File: src/rtl/pc_pkg.sv
// Shared definitions for the fetch program-counter unit: default vectors and
// the next-PC source encoding.
package pc_pkg;

  // Default handler/reset vectors (32-bit core; kernel bit set).
  localparam logic [31:0] RESET_VEC = 32'h8000_0000;
  localparam logic [31:0] ILLOP_VEC = 32'h8000_0004;
  localparam logic [31:0] XADR_VEC  = 32'h8000_0008;

  // Where the next fetch PC comes from.
  typedef enum logic [3:0] {
    SEQ,    // PC + 4
    BR,     // taken conditional branch
    JMP,    // J/JAL
    JR,     // JR/JALR
    PEND,   // redirect queued during a stall
    ILLOP,  // illegal-instruction vector
    XADR,   // interrupt vector
    ERET,   // return to EPC
    HOLD    // fetch stalled
  } pc_src_e;

endpackage

File: src/rtl/pc_next_mux.sv
// Next-PC selection: priority-encodes the event inputs into a source and
// forms the corresponding target, plus the redirect target to queue while
// fetch is stalled.
module pc_next_mux
  import pc_pkg::*;
#(
  parameter int              XLEN      = 32,
  parameter logic [XLEN-1:0] ILLOP_VEC = pc_pkg::ILLOP_VEC,
  parameter logic [XLEN-1:0] XADR_VEC  = pc_pkg::XADR_VEC
) (
  input  logic [XLEN-1:0] pc,
  input  logic [XLEN-1:0] epc,
  input  logic            pending_valid,
  input  logic [XLEN-1:0] pending_target,
  input  logic            stall,
  input  logic            br_valid,
  input  logic            br_taken,
  input  logic [XLEN-1:0] br_target,
  input  logic            jmp_valid,
  input  logic [25:0]     jmp_index,
  input  logic            jr_valid,
  input  logic [XLEN-1:0] jr_target,
  input  logic            illop,
  input  logic            irq,
  input  logic            eret,
  output pc_src_e         src,
  output logic [XLEN-1:0] next_pc,
  output logic            redir_valid,
  output logic [XLEN-1:0] redir_target,
  output logic [XLEN-1:0] pc_plus4
);

  logic            kernel;
  logic [XLEN-1:0] br_pc;
  logic [XLEN-1:0] jmp_pc;
  logic [XLEN-1:0] jr_pc;

  assign kernel = pc[XLEN-1];

  // Increment only the low bits so the kernel bit can never be carried into.
  assign pc_plus4 = {pc[XLEN-1], pc[XLEN-2:0] + (XLEN-1)'(4)};

  // Branch keeps the current privilege; jump stays in the current 256 MB region.
  assign br_pc  = {pc[XLEN-1], br_target[XLEN-2:0]};
  assign jmp_pc = {pc[XLEN-1:28], jmp_index, 2'b00};

  // User code may not reach kernel space through a register jump.
  assign jr_pc  = {jr_target[XLEN-1] & kernel, jr_target[XLEN-2:2], 2'b00};

  // Resolve the highest-priority redirect among jr > jmp > taken branch.
  always_comb begin
    // NOTE: every output gets a default first so no path leaves it unassigned
    // and infers a latch.
    redir_valid  = 1'b1;
    redir_target = pc_plus4;
    if (jr_valid)                  redir_target = jr_pc;
    else if (jmp_valid)            redir_target = jmp_pc;
    else if (br_valid && br_taken) redir_target = br_pc;
    else                           redir_valid  = 1'b0;
  end

  // Pick the next-PC source by event priority and form its value.
  always_comb begin
    src     = SEQ;
    next_pc = pc_plus4;
    if (illop) begin
      src     = ILLOP;
      next_pc = ILLOP_VEC;
    end else if (irq && !kernel) begin
      src     = XADR;
      next_pc = XADR_VEC;
    end else if (eret) begin
      src     = ERET;
      next_pc = epc;
    end else if (stall) begin
      src     = HOLD;
      next_pc = pc;
    end else if (pending_valid) begin
      src     = PEND;
      next_pc = pending_target;
    end else if (redir_valid) begin
      next_pc = redir_target;
      if (jr_valid)       src = JR;
      else if (jmp_valid) src = JMP;
      else                src = BR;
    end
  end

endmodule

File: src/rtl/pc_fetch_ctrl.sv
// Fetch program counter for the pipelined MIPS core: holds PC, EPC, the
// stalled-redirect queue and the flush flag; next-PC selection lives in
// pc_next_mux.
module pc_fetch_ctrl
  import pc_pkg::*;
#(
  parameter int              XLEN      = 32,
  parameter logic [XLEN-1:0] RESET_VEC = pc_pkg::RESET_VEC,
  parameter logic [XLEN-1:0] ILLOP_VEC = pc_pkg::ILLOP_VEC,
  parameter logic [XLEN-1:0] XADR_VEC  = pc_pkg::XADR_VEC
) (
  input  logic            clk,
  input  logic            reset,
  input  logic            stall_i,
  input  logic            br_valid_i,
  input  logic            br_taken_i,
  input  logic [XLEN-1:0] br_target_i,
  input  logic            jmp_valid_i,
  input  logic [25:0]     jmp_index_i,
  input  logic            jr_valid_i,
  input  logic [XLEN-1:0] jr_target_i,
  input  logic            illop_i,
  input  logic            irq_i,
  input  logic [XLEN-1:0] exc_pc_i,
  input  logic            eret_i,
  output logic [XLEN-1:0] pc_o,
  output logic [XLEN-1:0] pc_plus4_o,
  output logic [XLEN-1:0] epc_o,
  output logic            kernel_o,
  output logic            flush_o
);

  logic [XLEN-1:0] pc_q;
  logic [XLEN-1:0] epc_q;
  logic            pending_valid_q;
  logic [XLEN-1:0] pending_target_q;
  logic            flush_q;

  pc_src_e         src;
  logic [XLEN-1:0] next_pc;
  logic            redir_valid;
  logic [XLEN-1:0] redir_target;
  logic            take_exc;
  logic            clear_pending;
  logic            capture_pending;
  logic            non_seq;

  pc_next_mux #(
    .XLEN      (XLEN),
    .ILLOP_VEC (ILLOP_VEC),
    .XADR_VEC  (XADR_VEC)
  ) u_next (
    .pc             (pc_q),
    .epc            (epc_q),
    .pending_valid  (pending_valid_q),
    .pending_target (pending_target_q),
    .stall          (stall_i),
    .br_valid       (br_valid_i),
    .br_taken       (br_taken_i),
    .br_target      (br_target_i),
    .jmp_valid      (jmp_valid_i),
    .jmp_index      (jmp_index_i),
    .jr_valid       (jr_valid_i),
    .jr_target      (jr_target_i),
    .illop          (illop_i),
    .irq            (irq_i),
    .eret           (eret_i),
    .src            (src),
    .next_pc        (next_pc),
    .redir_valid    (redir_valid),
    .redir_target   (redir_target),
    .pc_plus4       (pc_plus4_o)
  );

  // Decode the selected source into register update controls.
  always_comb begin
    take_exc        = (src == ILLOP) || (src == XADR);
    clear_pending   = take_exc || (src == ERET) || (src == PEND);
    // Only the first redirect seen during a stall is kept; later ones are wrong-path.
    capture_pending = (src == HOLD) && !pending_valid_q && redir_valid;
    non_seq         = (src != SEQ) && (src != HOLD);
  end

  // PC, EPC, pending redirect and flush registers.
  always_ff @(posedge clk or posedge reset) begin
    if (reset) begin
      pc_q             <= RESET_VEC;
      epc_q            <= '0;
      pending_valid_q  <= 1'b0;
      // NOTE: the pending target is a plain register, not storage, so it is
      // reset along with its valid bit.
      pending_target_q <= '0;
      flush_q          <= 1'b0;
    end else begin
      // NOTE: non-blocking assignments so every register updates from the
      // values present before the edge.
      pc_q    <= next_pc;
      flush_q <= non_seq;
      if (take_exc) epc_q <= exc_pc_i;
      if (clear_pending) begin
        pending_valid_q <= 1'b0;
      end else if (capture_pending) begin
        pending_valid_q  <= 1'b1;
        pending_target_q <= redir_target;
      end
    end
  end

  assign pc_o     = pc_q;
  assign epc_o    = epc_q;
  assign kernel_o = pc_q[XLEN-1];
  assign flush_o  = flush_q;

endmodule

File: config.mk
export PLATFORM = sky130hd
export DESIGN_NAME = pc_fetch_ctrl
export DESIGN_NICKNAME = d
export VERILOG_FILES = /design/src/rtl/pc_pkg.sv /design/src/rtl/pc_next_mux.sv /design/src/rtl/pc_fetch_ctrl.sv
export SDC_FILE = /design/constraint.sdc
export NUM_CORES = 1
export LEC_CHECK = 0
export ABC_AREA = 1
export ABC_CLOCK_PERIOD_IN_PS = 8200
export BUFFER_PORTS_ARGS = -buffer_cell sky130_fd_sc_hd__buf_2
export CORE_ASPECT_RATIO = 0.5
export CORE_MARGIN = 2
export CORE_UTILIZATION = 35
export DETAILED_ROUTE_END_ITERATION = 8
export GPL_TIMING_DRIVEN = 0
export PLACE_DENSITY = 0.56
export SYNTH_ARGS = -nofsm -noshare
export SYNTH_HDL_FRONTEND = slang
export SYNTH_HIERARCHICAL = 1
export SYNTH_SLANG_ARGS = --single-unit
export TNS_END_PERCENT = 10
File: constraint.sdc
create_clock -name clk -period 8.2 [get_ports clk]
set_input_delay 2.05 -clock clk [delete_from_list [all_inputs] [get_ports clk]]
set_output_delay 2.05 -clock clk [all_outputs]
set_load 0.005 [all_outputs]
==> metrics.txt, run 1 <==
# TYPE chip_impl_metric gauge
chip_impl_metric{name="floorplan.io_pins",unit=""} 230
chip_impl_info{name="setup.worst_path.class",value="reg2out"} 1
chip_impl_info{name="timing.hold.worst.class",value="reg2reg"} 1
chip_impl_info{name="tritoncts_clock_tree",value="built"} 1
chip_impl_info{name="highest-signal-layer",value="met5"} 1
chip_impl_metric{name="grt_start_max_net_pins",unit=""} 67
chip_impl_metric{name="design_area_final",unit="um^2"} 8127
chip_impl_metric{name="syn_avg_cell_area",unit="um^2"} 7.048
chip_impl_metric{name="detail-route-antenna-nets",unit=""} 0
chip_impl_metric{name="drt_first_pass_iters",unit=""} 5
chip_impl_metric{name="share_clk_of_total_power",unit=""} 0.313
chip_impl_metric{name="synth_cell_type_count",unit=""} 39
chip_impl_metric{name="buffer_ports.inserted",unit=""} 226
chip_impl_info{name="mostFrequentLayoutCell",value="sky130_fd_sc_hd__nand2_1"} 1
chip_impl_metric{name="post-cts-setup-buffers",unit=""} 0
chip_impl_metric{name="timing_hold_violations_final",unit=""} 0
chip_impl_info{name="endpoint_kind",value="output pin"} 1
chip_impl_metric{name="pwr-share-comb",unit=""} 0.256
chip_impl_metric{name="fraction_of_final_layout_cells_with_drive_strength_greater_than_1",unit=""} 0.2912
chip_impl_metric{name="cts_max_path_buffers",unit=""} 2
chip_impl_info{name="outcome",value="finished clean"} 1
chip_impl_metric{name="first_global_vias",unit=""} 6815
chip_impl_metric{name="grt_first_pass_wirelength",unit="mm"} 38.63
chip_impl_metric{name="detail_route.wl_per_cell",unit="um"} 18.42
chip_impl_metric{name="drt-met1-wl",unit="mm"} 11.81
chip_impl_metric{name="hold_buffers",unit=""} 0
chip_impl_metric{name="ctsResizeCount",unit=""} 0
chip_impl_metric{name="flops_latches_synth",unit=""} 98
chip_impl_metric{name="cp_data_required_time",unit="ns"} 6.15
chip_impl_info{name="setup.worst_path.start_class",value="flop"} 1
chip_impl_metric{name="area_delta_synth_final",unit="%"} 27.55
chip_impl_metric{name="design_power_total",unit="mW"} 1.423
chip_impl_info{name="hold_path_startpoint",value="pending_target_q[13]$_DFFE_PP0P_"} 1
chip_impl_metric{name="power-per-cell-area",unit="nW/um^2"} 175.1
chip_impl_metric{name="preCtsSetupSlack",unit="ns"} 3.805
chip_impl_metric{name="detailed_place.area",unit="um^2"} 7825
chip_impl_metric{name="sum_of_negative_setup_slack",unit="ns"} 0
chip_impl_metric{name="hpwlAfterDp",unit="mm"} 19.92
chip_impl_metric{name="post_drt_via_cell_ratio",unit=""} 5.127
chip_impl_metric{name="worstSkewPairLatency",unit="ns"} 0.35
chip_impl_metric{name="cellInternalPower",unit="mW"} 0.9341
chip_impl_metric{name="critPathArrivalTime",unit="ns"} 2.19
chip_impl_metric{name="cellLeakagePower",unit="nW"} 4.472
chip_impl_metric{name="gp_routability_congestion",unit=""} 0.9276
chip_impl_info{name="startpoint",value="pc_o[3]$_DFF_PP0_"} 1
chip_impl_metric{name="design.final.nets",unit=""} 1275
chip_impl_metric{name="cts_sinks",unit=""} 98
chip_impl_info{name="clock-root-buffer",value="sky130_fd_sc_hd__clkbuf_16"} 1
chip_impl_metric{name="grt_usage",unit=""} 0.2641
chip_impl_metric{name="finalMaxSlewViolations",unit=""} 0
chip_impl_metric{name="post_layout_nonfiller_instances",unit=""} 1381
chip_impl_info{name="startpoint_of_the_lowest_slack_register_to_register_path",value="pc_o[31]$_DFF_PP1_"} 1
chip_impl_metric{name="vdd.ir_drop.worst",unit="V"} 0.0001239
chip_impl_metric{name="wl_met3",unit="mm"} 2.452
chip_impl_metric{name="portion_of_the_post_synthesis_area_used_by_sequential_elements",unit=""} 0.3851
chip_impl_metric{name="fmax",unit="GHz"} 0.2359
chip_impl_metric{name="route.vias.total",unit=""} 7080
chip_impl_metric{name="antenna_found_initial",unit=""} 2
chip_impl_metric{name="placeable_core_region",unit="um^2"} 17610
chip_impl_metric{name="slew_hr",unit=""} 0.4931
chip_impl_metric{name="clkSlewWorstSetupHoldPaths",unit="ns"} 0.07
chip_impl_metric{name="chip_width",unit="um"} 194.8
chip_impl_metric{name="setup_viol",unit=""} 0
chip_impl_metric{name="yosys_warnings",unit=""} 6
chip_impl_metric{name="holdWs",unit="ns"} 0.4746
chip_impl_metric{name="worst-slew-pin-transition",unit="ns"} 0.7523
chip_impl_metric{name="drtIter0Drc",unit=""} 518
chip_impl_info{name="rsz0062_at_grt",value="false"} 1
chip_impl_info{name="layout.cells.most_common_list",value="sky130_fd_sc_hd__nand2_1, sky130_fd_sc_hd__buf_2, sky130_fd_sc_hd__dfrtp_1, sky130_fd_sc_hd__inv_1, sky130_fd_sc_hd__nor2_1"} 1
chip_impl_metric{name="critical_path.max_fanout",unit=""} 5
chip_impl_metric{name="synth.cell_area",unit="um^2"} 6371
chip_impl_metric{name="num_rows",unit=""} 34
chip_impl_metric{name="finalClockSkew",unit="ns"} 0.01068
chip_impl_metric{name="route.final.wire_length",unit="mm"} 25.43
chip_impl_metric{name="timing.max_cap.violations",unit=""} 0
chip_impl_metric{name="switching_share_of_power",unit=""} 0.3435
chip_impl_metric{name="postSynthNetCount",unit=""} 1037
chip_impl_metric{name="final.setup.worst_slack",unit="ns"} 3.960
chip_impl_metric{name="drcViolationCount",unit=""} 0
chip_impl_metric{name="p_switching",unit="mW"} 0.4887
chip_impl_metric{name="cts_buffers",unit=""} 9
chip_impl_metric{name="met2WireLength",unit="mm"} 10.81
chip_impl_metric{name="initial_utilization",unit=""} 0.3618
chip_impl_metric{name="antenna_cells_inserted",unit=""} 0
chip_impl_metric{name="die_area",unit="um^2"} 19360
chip_impl_metric{name="numPlacedInstances",unit=""} 1365
chip_impl_metric{name="chipHeight",unit="um"} 99.40
chip_impl_metric{name="layout.core_utilization",unit=""} 0.4614
chip_impl_metric{name="final_period_minus_worst_setup_slack",unit="ns"} 4.240
chip_impl_metric{name="power.share.sequential",unit=""} 0.431
chip_impl_metric{name="finalCritPeriodShare",unit=""} 0.5171
chip_impl_metric{name="grt_overflow_total",unit=""} 0
chip_impl_metric{name="synthesis.instances",unit=""} 904
chip_impl_metric{name="cts_htree_levels",unit=""} 3
[Yosys cell counts, drive strengths merged]
cell    number  area share
nand2      299        0.18
nor2       102       0.072
dfrtp       97        0.38
inv         96       0.057
o21ai       41       0.032
a21oi       40       0.034
nand4       38       0.037
buf         37       0.037
nand3       35       0.030
o22ai       28       0.027
a221oi      21       0.029
xor2        17       0.023
clkbuf      15      0.0088
nor3         9      0.0071
o221ai       8       0.011
or2          7      0.0069
a21boi       2      0.0024
o211ai       2      0.0024
o21bai       2      0.0029
a211oi       1      0.0012
a31oi        1     0.00098
and3         1      0.0018
dfstp        1      0.0041
ha           1      0.0020
nand3b       1      0.0012
nor2b        1     0.00098
o31ai        1      0.0012
[registers in the layout, summed over array words and instances (netlist names)]
signal / count
epc_o: 32
flush_o: 1
pc_o: 32
pending_target_q: 32
pending_valid_q: 1
[cells by family after synthesis]
logic type,synth area share
AND/OR/NAND/NOR,0.3421
buffers and inverters,0.1025
AO/OA/AOI/OAI,0.1449
flip-flops,0.3851
XOR/XNOR,0.02337
adder cells (fa/ha/maj),0.001964
[power groups by stage]
stage	logic, mW	clock network, mW	registers, mW
2_1_floorplan	0.189	0	0.605
3_3_place_gp	0.356	0	0.620
3_5_place_dp	0.362	0	0.623
4_1_cts	0.363	0.455	0.614
5_1_grt	0.408	0.477	0.624
6_report	0.364	0.445	0.614
[area by class of cell]
class                   instances  area (um^2)
well taps                     234        292.8
plain buffers                  52        292.8
clock inverters                 6        72.57
fillers                      1824         9485
flip-flops and latches         98         2454
clock buffers                  10        229.0
multi-input cells             658         3264
repair buffers                227         1159
inverters                      96        362.8
[per-layer routing]
layer  up-vias  GRT usage
met5         -          0
met4         4    0.05755
met3        27    0.07562
met2       252     0.4012
met1      3350     0.3741
li1       3447          -
[critical path, stage by stage, from the launching register on]
cell and delay (ns):
sky130_fd_sc_hd__dfrtp_1 0.49, sky130_fd_sc_hd__ha_1 0.26, sky130_fd_sc_hd__nand3_1 0.22, sky130_fd_sc_hd__nor2_2 0.23, sky130_fd_sc_hd__and3_4 0.25, sky130_fd_sc_hd__nand3_1 0.11
sky130_fd_sc_hd__nand2_2 0.12, sky130_fd_sc_hd__inv_1 0.04, sky130_fd_sc_hd__buf_2 0.11
[worst paths after layout]
path	cells after the start	endpoint	slack (ns)
worst max-delay path	8	pc_plus4_o[24]	3.96
worst max register to register	12	pending_target_q[20]$_DFFE_PP0P_	5.76
worst min-delay path	2	pending_target_q[13]$_DFFE_PP0P_	0.47
max in group asynchronous	3	pc_o[9]$_DFF_PP0_	5.77
worst min register to register	2	pending_target_q[13]$_DFFE_PP0P_	0.47
min in group asynchronous	2	epc_o[29]$_DFFE_PP0P_	1.71
Note: power is estimated with default switching activity, not from simulation.
==> run 2, diff against run 1 <==
- ABC_CLOCK_PERIOD_IN_PS: 8200 -> 3900
- PLACE_DENSITY: 0.56 -> 0.58
- clock period: 8.2 -> 3.9 ns (I/O delays scaled with it)
==> run 2 against run 1 <==
Via count about the same. Sequential share of layout area about the same. Flip-flop and latch count stayed put.
==> metrics.txt, run 2 (synthesis results as in run 1) <==
# TYPE chip_impl_metric gauge
chip_impl_metric{name="setup_viol",unit=""} 0
chip_impl_metric{name="fillCellCount",unit=""} 1868
chip_impl_metric{name="ctsResizeCount",unit=""} 0
chip_impl_info{name="worstPathCellList",value="ha_1, nand3_1, nor2_2, and3_4, xor2_1, inv_1, buf_2"} 1
chip_impl_metric{name="cts_max_path_buffers",unit=""} 2
chip_impl_metric{name="num_rows",unit=""} 34
chip_impl_info{name="hold_path_startpoint",value="pending_target_q[21]$_DFFE_PP0P_"} 1
chip_impl_metric{name="route.vias.total",unit=""} 7075
chip_impl_metric{name="drtIter0Drc",unit=""} 451
chip_impl_metric{name="floorplan.io_pins",unit=""} 230
chip_impl_metric{name="cts_htree_levels",unit=""} 3
chip_impl_metric{name="post-cts-setup-buffers",unit=""} 0
chip_impl_info{name="startpoint",value="pc_o[3]$_DFF_PP0_"} 1
chip_impl_metric{name="final_period_minus_worst_setup_slack",unit="ns"} 3.136
chip_impl_metric{name="sum_of_negative_setup_slack",unit="ns"} 0
chip_impl_metric{name="grt_usage",unit=""} 0.2658
chip_impl_metric{name="route.final.wire_length",unit="mm"} 25.61
chip_impl_metric{name="worstSkewPairLatency",unit="ns"} 0.36
chip_impl_metric{name="first_global_vias",unit=""} 6957
chip_impl_metric{name="hpwlAfterDp",unit="mm"} 19.95
chip_impl_info{name="tritoncts_clock_tree",value="built"} 1
chip_impl_metric{name="critical_path.max_fanout",unit=""} 5
chip_impl_metric{name="gp_routability_congestion",unit=""} 0.9520
chip_impl_metric{name="finalCritPeriodShare",unit=""} 0.8042
chip_impl_metric{name="worst-slew-pin-transition",unit="ns"} 0.7652
chip_impl_metric{name="vdd.ir_drop.worst",unit="V"} 0.0002063
chip_impl_metric{name="initial_utilization",unit=""} 0.3618
chip_impl_metric{name="clkSlewWorstSetupHoldPaths",unit="ns"} 0.08
chip_impl_metric{name="chip_width",unit="um"} 194.8
chip_impl_metric{name="fmax",unit="GHz"} 0.3188
chip_impl_metric{name="grt_first_pass_wirelength",unit="mm"} 39.59
chip_impl_metric{name="timing_hold_violations_final",unit=""} 0
chip_impl_metric{name="placeable_core_region",unit="um^2"} 17610
chip_impl_metric{name="finalMaxSlewViolations",unit=""} 0
chip_impl_info{name="setup.worst_path.start_class",value="flop"} 1
chip_impl_metric{name="post_drt_via_cell_ratio",unit=""} 5.119
chip_impl_metric{name="hold_buffers",unit=""} 0
chip_impl_metric{name="fraction_of_final_layout_cells_with_drive_strength_greater_than_1",unit=""} 0.2921
chip_impl_metric{name="grt_start_max_net_pins",unit=""} 63
chip_impl_metric{name="cellLeakagePower",unit="nW"} 4.467
chip_impl_info{name="endpoint_kind",value="output pin"} 1
chip_impl_info{name="startpoint_of_the_lowest_slack_register_to_register_path",value="pc_o[31]$_DFF_PP1_"} 1
chip_impl_metric{name="max_stage_delay",unit="ns"} 0.48
chip_impl_info{name="timing.critical_path.slowest_stage_cell",value="sky130_fd_sc_hd__dfrtp_1"} 1
chip_impl_metric{name="area_delta_synth_final",unit="%"} 27.57
chip_impl_metric{name="grt_overflow_total",unit=""} 0
chip_impl_metric{name="buffer_ports.inserted",unit=""} 226
chip_impl_metric{name="timing.max_cap.violations",unit=""} 0
chip_impl_info{name="layout.cells.most_common_list",value="sky130_fd_sc_hd__nand2_1, sky130_fd_sc_hd__buf_2, sky130_fd_sc_hd__dfrtp_1, sky130_fd_sc_hd__inv_1, sky130_fd_sc_hd__nor2_1"} 1
chip_impl_info{name="cpLargestDelayFamily",value="simple AND/OR/NAND/NOR gates"} 1
chip_impl_metric{name="cp_data_required_time",unit="ns"} 2.92
chip_impl_info{name="mostFrequentLayoutCell",value="sky130_fd_sc_hd__nand2_1"} 1
chip_impl_metric{name="drcViolationCount",unit=""} 0
chip_impl_info{name="outcome",value="finished clean"} 1
chip_impl_metric{name="design.final.nets",unit=""} 1275
chip_impl_metric{name="power-per-cell-area",unit="nW/um^2"} 366.7
chip_impl_metric{name="antenna_found_initial",unit=""} 1
chip_impl_metric{name="worst-path-buf-inv",unit=""} 2
chip_impl_metric{name="finalClockSkew",unit="ns"} 0.01277
chip_impl_info{name="setup.worst_path.class",value="reg2out"} 1
chip_impl_metric{name="cts_buffers",unit=""} 9
chip_impl_metric{name="design_power_total",unit="mW"} 2.981
chip_impl_metric{name="chipHeight",unit="um"} 99.40
chip_impl_metric{name="cts_sinks",unit=""} 98
chip_impl_metric{name="detail-route-antenna-nets",unit=""} 0
chip_impl_metric{name="critPathArrivalTime",unit="ns"} 2.16
chip_impl_info{name="timing.hold.worst.class",value="reg2reg"} 1
chip_impl_info{name="clock-root-buffer",value="sky130_fd_sc_hd__clkbuf_16"} 1
chip_impl_metric{name="die_area",unit="um^2"} 19360
chip_impl_metric{name="drt_first_pass_iters",unit=""} 5
chip_impl_metric{name="detail_route.wl_per_cell",unit="um"} 18.53
chip_impl_info{name="rsz0062_at_grt",value="false"} 1
chip_impl_metric{name="slew_hr",unit=""} 0.4899
## run 2: cell count changes in the layout (fill, tap and decap cells not counted), sizes merged
cell / delta
bufinv: -1
clkbuf: -1
clkinvlp: +1
diode: +1
inv: +1
## run 2: tightest hold or removal path, delay by kind of cell, from the launching register on
family / cells / cell delay (ns)
flip-flops: 1 / 0.35
AND/OR/NAND/NOR: 2 / 0.10
## run 2: worst paths after layout
path | depth (start not counted) | slack [ns] | end
max | 7 | 0.76 | pc_plus4_o[16]
min | 2 | 0.48 | pending_target_q[21]$_DFFE_PP0P_
max reg2reg | 12 | 1.49 | pending_target_q[4]$_DFFE_PP0P_
min reg2reg | 2 | 0.48 | pending_target_q[21]$_DFFE_PP0P_
max in group asynchronous | 3 | 2.56 | pc_o[12]$_DFF_PP0_
min in group asynchronous | 2 | 0.64 | epc_o[28]$_DFFE_PP0P_
## run 2: where the power goes
part | leakage [nW] | internal (mW) | switching (mW) | total, mW
sequential | 1.27 | 1.15 | 0.141 | 1.29
combinational | 3.06 | 0.310 | 0.456 | 0.766
clock | 0.145 | 0.458 | 0.471 | 0.929
## run 2: final cells by class
| type | count | area (um^2) | share of cell area |
|---|---|---|---|
| Multi-Input combinational cell | 658 | 3264 | 0.4016 |
| Tap cell | 234 | 292.8 | 0.03602 |
| Timing Repair Buffer | 227 | 1159 | 0.1425 |
| Sequential cell | 98 | 2454 | 0.3019 |
| Buffer | 52 | 292.8 | 0.03602 |
| Inverter | 96 | 362.8 | 0.04464 |
| Clock inverter | 7 | 75.07 | 0.009236 |
| Antenna cell | 1 | 2.502 | 0.0003079 |
| Clock buffer | 9 | 225.2 | 0.02771 |
## run 2: per-stage QoR
stage	utilization	std cells	setup slack [ns]	cell area (um^2)	hold WS, ns
after floorplan	-	904	0.3646	6371	0.4345
after global placement	0.4426	1364	-0.9882	7795	0.4469
after detailed placement	0.4443	1365	0.6521	7825	0.4595
after CTS	0.4614	1381	0.7910	8125	0.4776
after global routing	0.4615	1382	0.6152	8128	0.5022
final	0.4615	1382	0.7635	8128	0.4796
## run 2: layer usage
layer	vias up	track usage	wire [um]
met2	224	0.4086	11070
met5	-	0	0
met1	3381	0.3878	12510
met4	0	0.05578	331
met3	23	0.05392	1702
li1	3447	-	-
==> run 3, diff against run 2 <==
- ABC_CLOCK_PERIOD_IN_PS: 3900 -> 2600
- clock period: 3.9 -> 2.6 ns (I/O delays scaled with it)
==> run 3 against run 2 <==
Global-route usage up 0.28 points. Die area unchanged. First-iteration DRC count increased by 8.0%. Cell area grew 3.6%. Power up 52%. Critical endpoint unchanged. Highest routed layer is now met5.
==> metrics.txt, run 3 (synthesis results as in run 1) <==
# TYPE chip_impl_metric gauge
chip_impl_metric{name="first_global_vias",unit=""} 6853
chip_impl_metric{name="hpwlAfterDp",unit="mm"} 20.24
chip_impl_info{name="tritoncts_clock_tree",value="built"} 1
chip_impl_metric{name="design_power_total",unit="mW"} 4.539
chip_impl_metric{name="cts_buffers",unit=""} 9
chip_impl_info{name="clock-root-buffer",value="sky130_fd_sc_hd__clkbuf_16"} 1
chip_impl_metric{name="grt_start_max_net_pins",unit=""} 37
chip_impl_metric{name="power.share.sequential",unit=""} 0.428
chip_impl_metric{name="worst-path-buf-inv",unit=""} 2
chip_impl_metric{name="share_clk_of_total_power",unit=""} 0.308
chip_impl_metric{name="chipHeight",unit="um"} 99.40
chip_impl_metric{name="drtIter0Drc",unit=""} 487
chip_impl_info{name="endpoint_kind",value="output pin"} 1
chip_impl_metric{name="cellInternalPower",unit="mW"} 2.931
chip_impl_metric{name="die_area",unit="um^2"} 19360
chip_impl_metric{name="timing_hold_violations_final",unit=""} 0
chip_impl_metric{name="worst-slew-pin-transition",unit="ns"} 0.8449
chip_impl_metric{name="area_delta_synth_final",unit="%"} 32.19
chip_impl_info{name="rsz0062_at_grt",value="true"} 1
chip_impl_metric{name="numPlacedInstances",unit=""} 1367
chip_impl_metric{name="grt_usage",unit=""} 0.2687
chip_impl_metric{name="cts_sinks",unit=""} 98
chip_impl_metric{name="max_stage_delay",unit="ns"} 0.44
chip_impl_metric{name="p_switching",unit="mW"} 1.608
chip_impl_metric{name="design_area_final",unit="um^2"} 8422
chip_impl_metric{name="vdd.ir_drop.worst",unit="V"} 0.0003286
chip_impl_metric{name="drt_first_pass_iters",unit=""} 4
chip_impl_metric{name="route.vias.total",unit=""} 7141
chip_impl_metric{name="post_drt_via_cell_ratio",unit=""} 5.123
chip_impl_metric{name="grt_first_pass_wirelength",unit="mm"} 39.54
chip_impl_metric{name="finalCritPeriodShare",unit=""} 0.9910
chip_impl_info{name="layout.cells.most_common_list",value="sky130_fd_sc_hd__nand2_1, sky130_fd_sc_hd__buf_2, sky130_fd_sc_hd__inv_1, sky130_fd_sc_hd__nor2_1, sky130_fd_sc_hd__dfrtp_1"} 1
chip_impl_metric{name="route.final.wire_length",unit="mm"} 26.01
chip_impl_metric{name="cts_htree_levels",unit=""} 3
chip_impl_metric{name="finalClockSkew",unit="ns"} 0.009503
chip_impl_info{name="setup.worst_path.start_class",value="flop"} 1
chip_impl_metric{name="gp_routability_congestion",unit=""} 0.9166
chip_impl_metric{name="buffer_ports.inserted",unit=""} 226
chip_impl_metric{name="detail_route.wl_per_cell",unit="um"} 18.65
chip_impl_metric{name="switching_share_of_power",unit=""} 0.3543
chip_impl_metric{name="setup_viol",unit=""} 0
chip_impl_metric{name="chip_width",unit="um"} 194.8
chip_impl_metric{name="initial_utilization",unit=""} 0.3618
chip_impl_info{name="worstPathCellList",value="ha_4, nand3_2, nor2_4, and3_4, xor2_2, inv_1, buf_2"} 1
chip_impl_metric{name="power-per-cell-area",unit="nW/um^2"} 538.9
chip_impl_metric{name="critical_path.max_fanout",unit=""} 3
chip_impl_metric{name="detailed_place.area",unit="um^2"} 7866
chip_impl_metric{name="cp_data_required_time",unit="ns"} 1.95
chip_impl_metric{name="clkSlewWorstSetupHoldPaths",unit="ns"} 0.08
chip_impl_info{name="timing.critical_path.slowest_stage_cell",value="sky130_fd_sc_hd__dfrtp_2"} 1
chip_impl_metric{name="cellLeakagePower",unit="nW"} 4.534
chip_impl_metric{name="design.final.nets",unit=""} 1285
chip_impl_metric{name="cts_max_path_buffers",unit=""} 2
chip_impl_metric{name="preCtsSetupSlack",unit="ns"} -0.3783
chip_impl_metric{name="worstSkewPairLatency",unit="ns"} 0.36
chip_impl_metric{name="fmax",unit="GHz"} 0.3881
chip_impl_metric{name="slew_hr",unit=""} 0.4308
chip_impl_metric{name="grt_overflow_total",unit=""} 0
chip_impl_metric{name="critPathArrivalTime",unit="ns"} 1.93
chip_impl_metric{name="pwr-share-comb",unit=""} 0.263
chip_impl_metric{name="num_rows",unit=""} 34
chip_impl_metric{name="drcViolationCount",unit=""} 0
chip_impl_metric{name="fraction_of_final_layout_cells_with_drive_strength_greater_than_1",unit=""} 0.3379
chip_impl_info{name="timing.hold.worst.class",value="in2async"} 1
chip_impl_info{name="cpLargestDelayFamily",value="simple AND/OR/NAND/NOR gates"} 1
chip_impl_info{name="outcome",value="finished clean"} 1
chip_impl_info{name="setup.worst_path.class",value="reg2out"} 1
chip_impl_metric{name="placeable_core_region",unit="um^2"} 17610
chip_impl_metric{name="holdWs",unit="ns"} 0.2034
chip_impl_metric{name="antenna_found_initial",unit=""} 4
chip_impl_metric{name="floorplan.io_pins",unit=""} 230
chip_impl_metric{name="finalMaxSlewViolations",unit=""} 0
chip_impl_metric{name="final_period_minus_worst_setup_slack",unit="ns"} 2.576
chip_impl_metric{name="detail-route-antenna-nets",unit=""} 0
chip_impl_metric{name="timing.max_cap.violations",unit=""} 0
chip_impl_info{name="mostFrequentLayoutCell",value="sky130_fd_sc_hd__nand2_1"} 1
chip_impl_metric{name="post_layout_nonfiller_instances",unit=""} 1394
chip_impl_metric{name="final.setup.worst_slack",unit="ns"} 0.02353
[run 3: final timing paths]
| kind | startpoint | end | slack (ns) | depth (start not counted) |
|---|---|---|---|---|
| min reg2reg | pending_target_q[29]$_DFFE_PP0P_ | pending_target_q[29]$_DFFE_PP0P_ | 0.48 | 2 |
| max | pc_o[2]$_DFF_PP0_ | pc_plus4_o[16] | 0.02 | 7 |
| min in group clk | pending_target_q[29]$_DFFE_PP0P_ | pending_target_q[29]$_DFFE_PP0P_ | 0.48 | 2 |
| min | reset | epc_o[25]$_DFFE_PP0P_ | 0.20 | 2 |
| max reg2reg | pending_valid_q$_DFFE_PP0P_ | epc_o[23]$_DFFE_PP0P_ | 0.39 | 10 |
| max in group asynchronous | reset | pc_o[17]$_DFF_PP0_ | 1.48 | 5 |
[run 3: worst reg2reg max path, stage by stage (launching register included)]
cell and delay (ns):
sky130_fd_sc_hd__dfrtp_1 0.46, sky130_fd_sc_hd__nor2_4 0.29, sky130_fd_sc_hd__clkbuf_4 0.31, sky130_fd_sc_hd__a21oi_1 0.11, sky130_fd_sc_hd__nor2_1 0.16, sky130_fd_sc_hd__inv_1 0.07
sky130_fd_sc_hd__nand2_2 0.16, sky130_fd_sc_hd__nand3_2 0.17, sky130_fd_sc_hd__buf_2 0.23, sky130_fd_sc_hd__nand2_1 0.08, sky130_fd_sc_hd__nand2_1 0.04
[run 3: routing by layer]
metal  vias up  global-route usage  routed length [um]
li1       3452                   -                   -
met1      3418              0.3874               12280
met2       242              0.4067               11270
met3        27             0.06714                2125
met4         2             0.06048                 313
met5         -                   0                  13
[run 3: layout make-up]
cell class                 instances  area (um^2)
fill                            1871         9190
multi-input combinational        658         3412
sequential                        98         2479
timing repair buffer             237         1259
inverter                          96        364.1
buffer                            52        301.5
tap                              234        292.8
clock buffer                      10        239.0
clock inverter                     6        67.56
antenna                            3        7.507
[run 3: power by group through the flow]
stage	registers [mW]	logic (mW)	clock network [mW]
after floorplan	1.91	0.595	0
after global placement	1.96	1.13	0
after detailed placement	1.96	1.15	0
after CTS	1.94	1.18	1.44
after global routing	1.98	1.34	1.48
final	1.94	1.20	1.40
[run 3: stage by stage]
stage,setup TNS [ns],utilization
after floorplan,0,-
after global placement,-15.95,0.4428
after detailed placement,-18.39,0.4466
after CTS,0,0.4696
after global routing,-0.3068,0.4779
final,0,0.4782
[run 3: what timing repair did]
item | 4_1_cts | 5_1_grt
pin swaps | 1 | 4
endpoints found under the setup margin | 21 | 76
hold buffers | 0 | 0
gates resized for setup | 17 | 38
setup buffers | 5 | 3
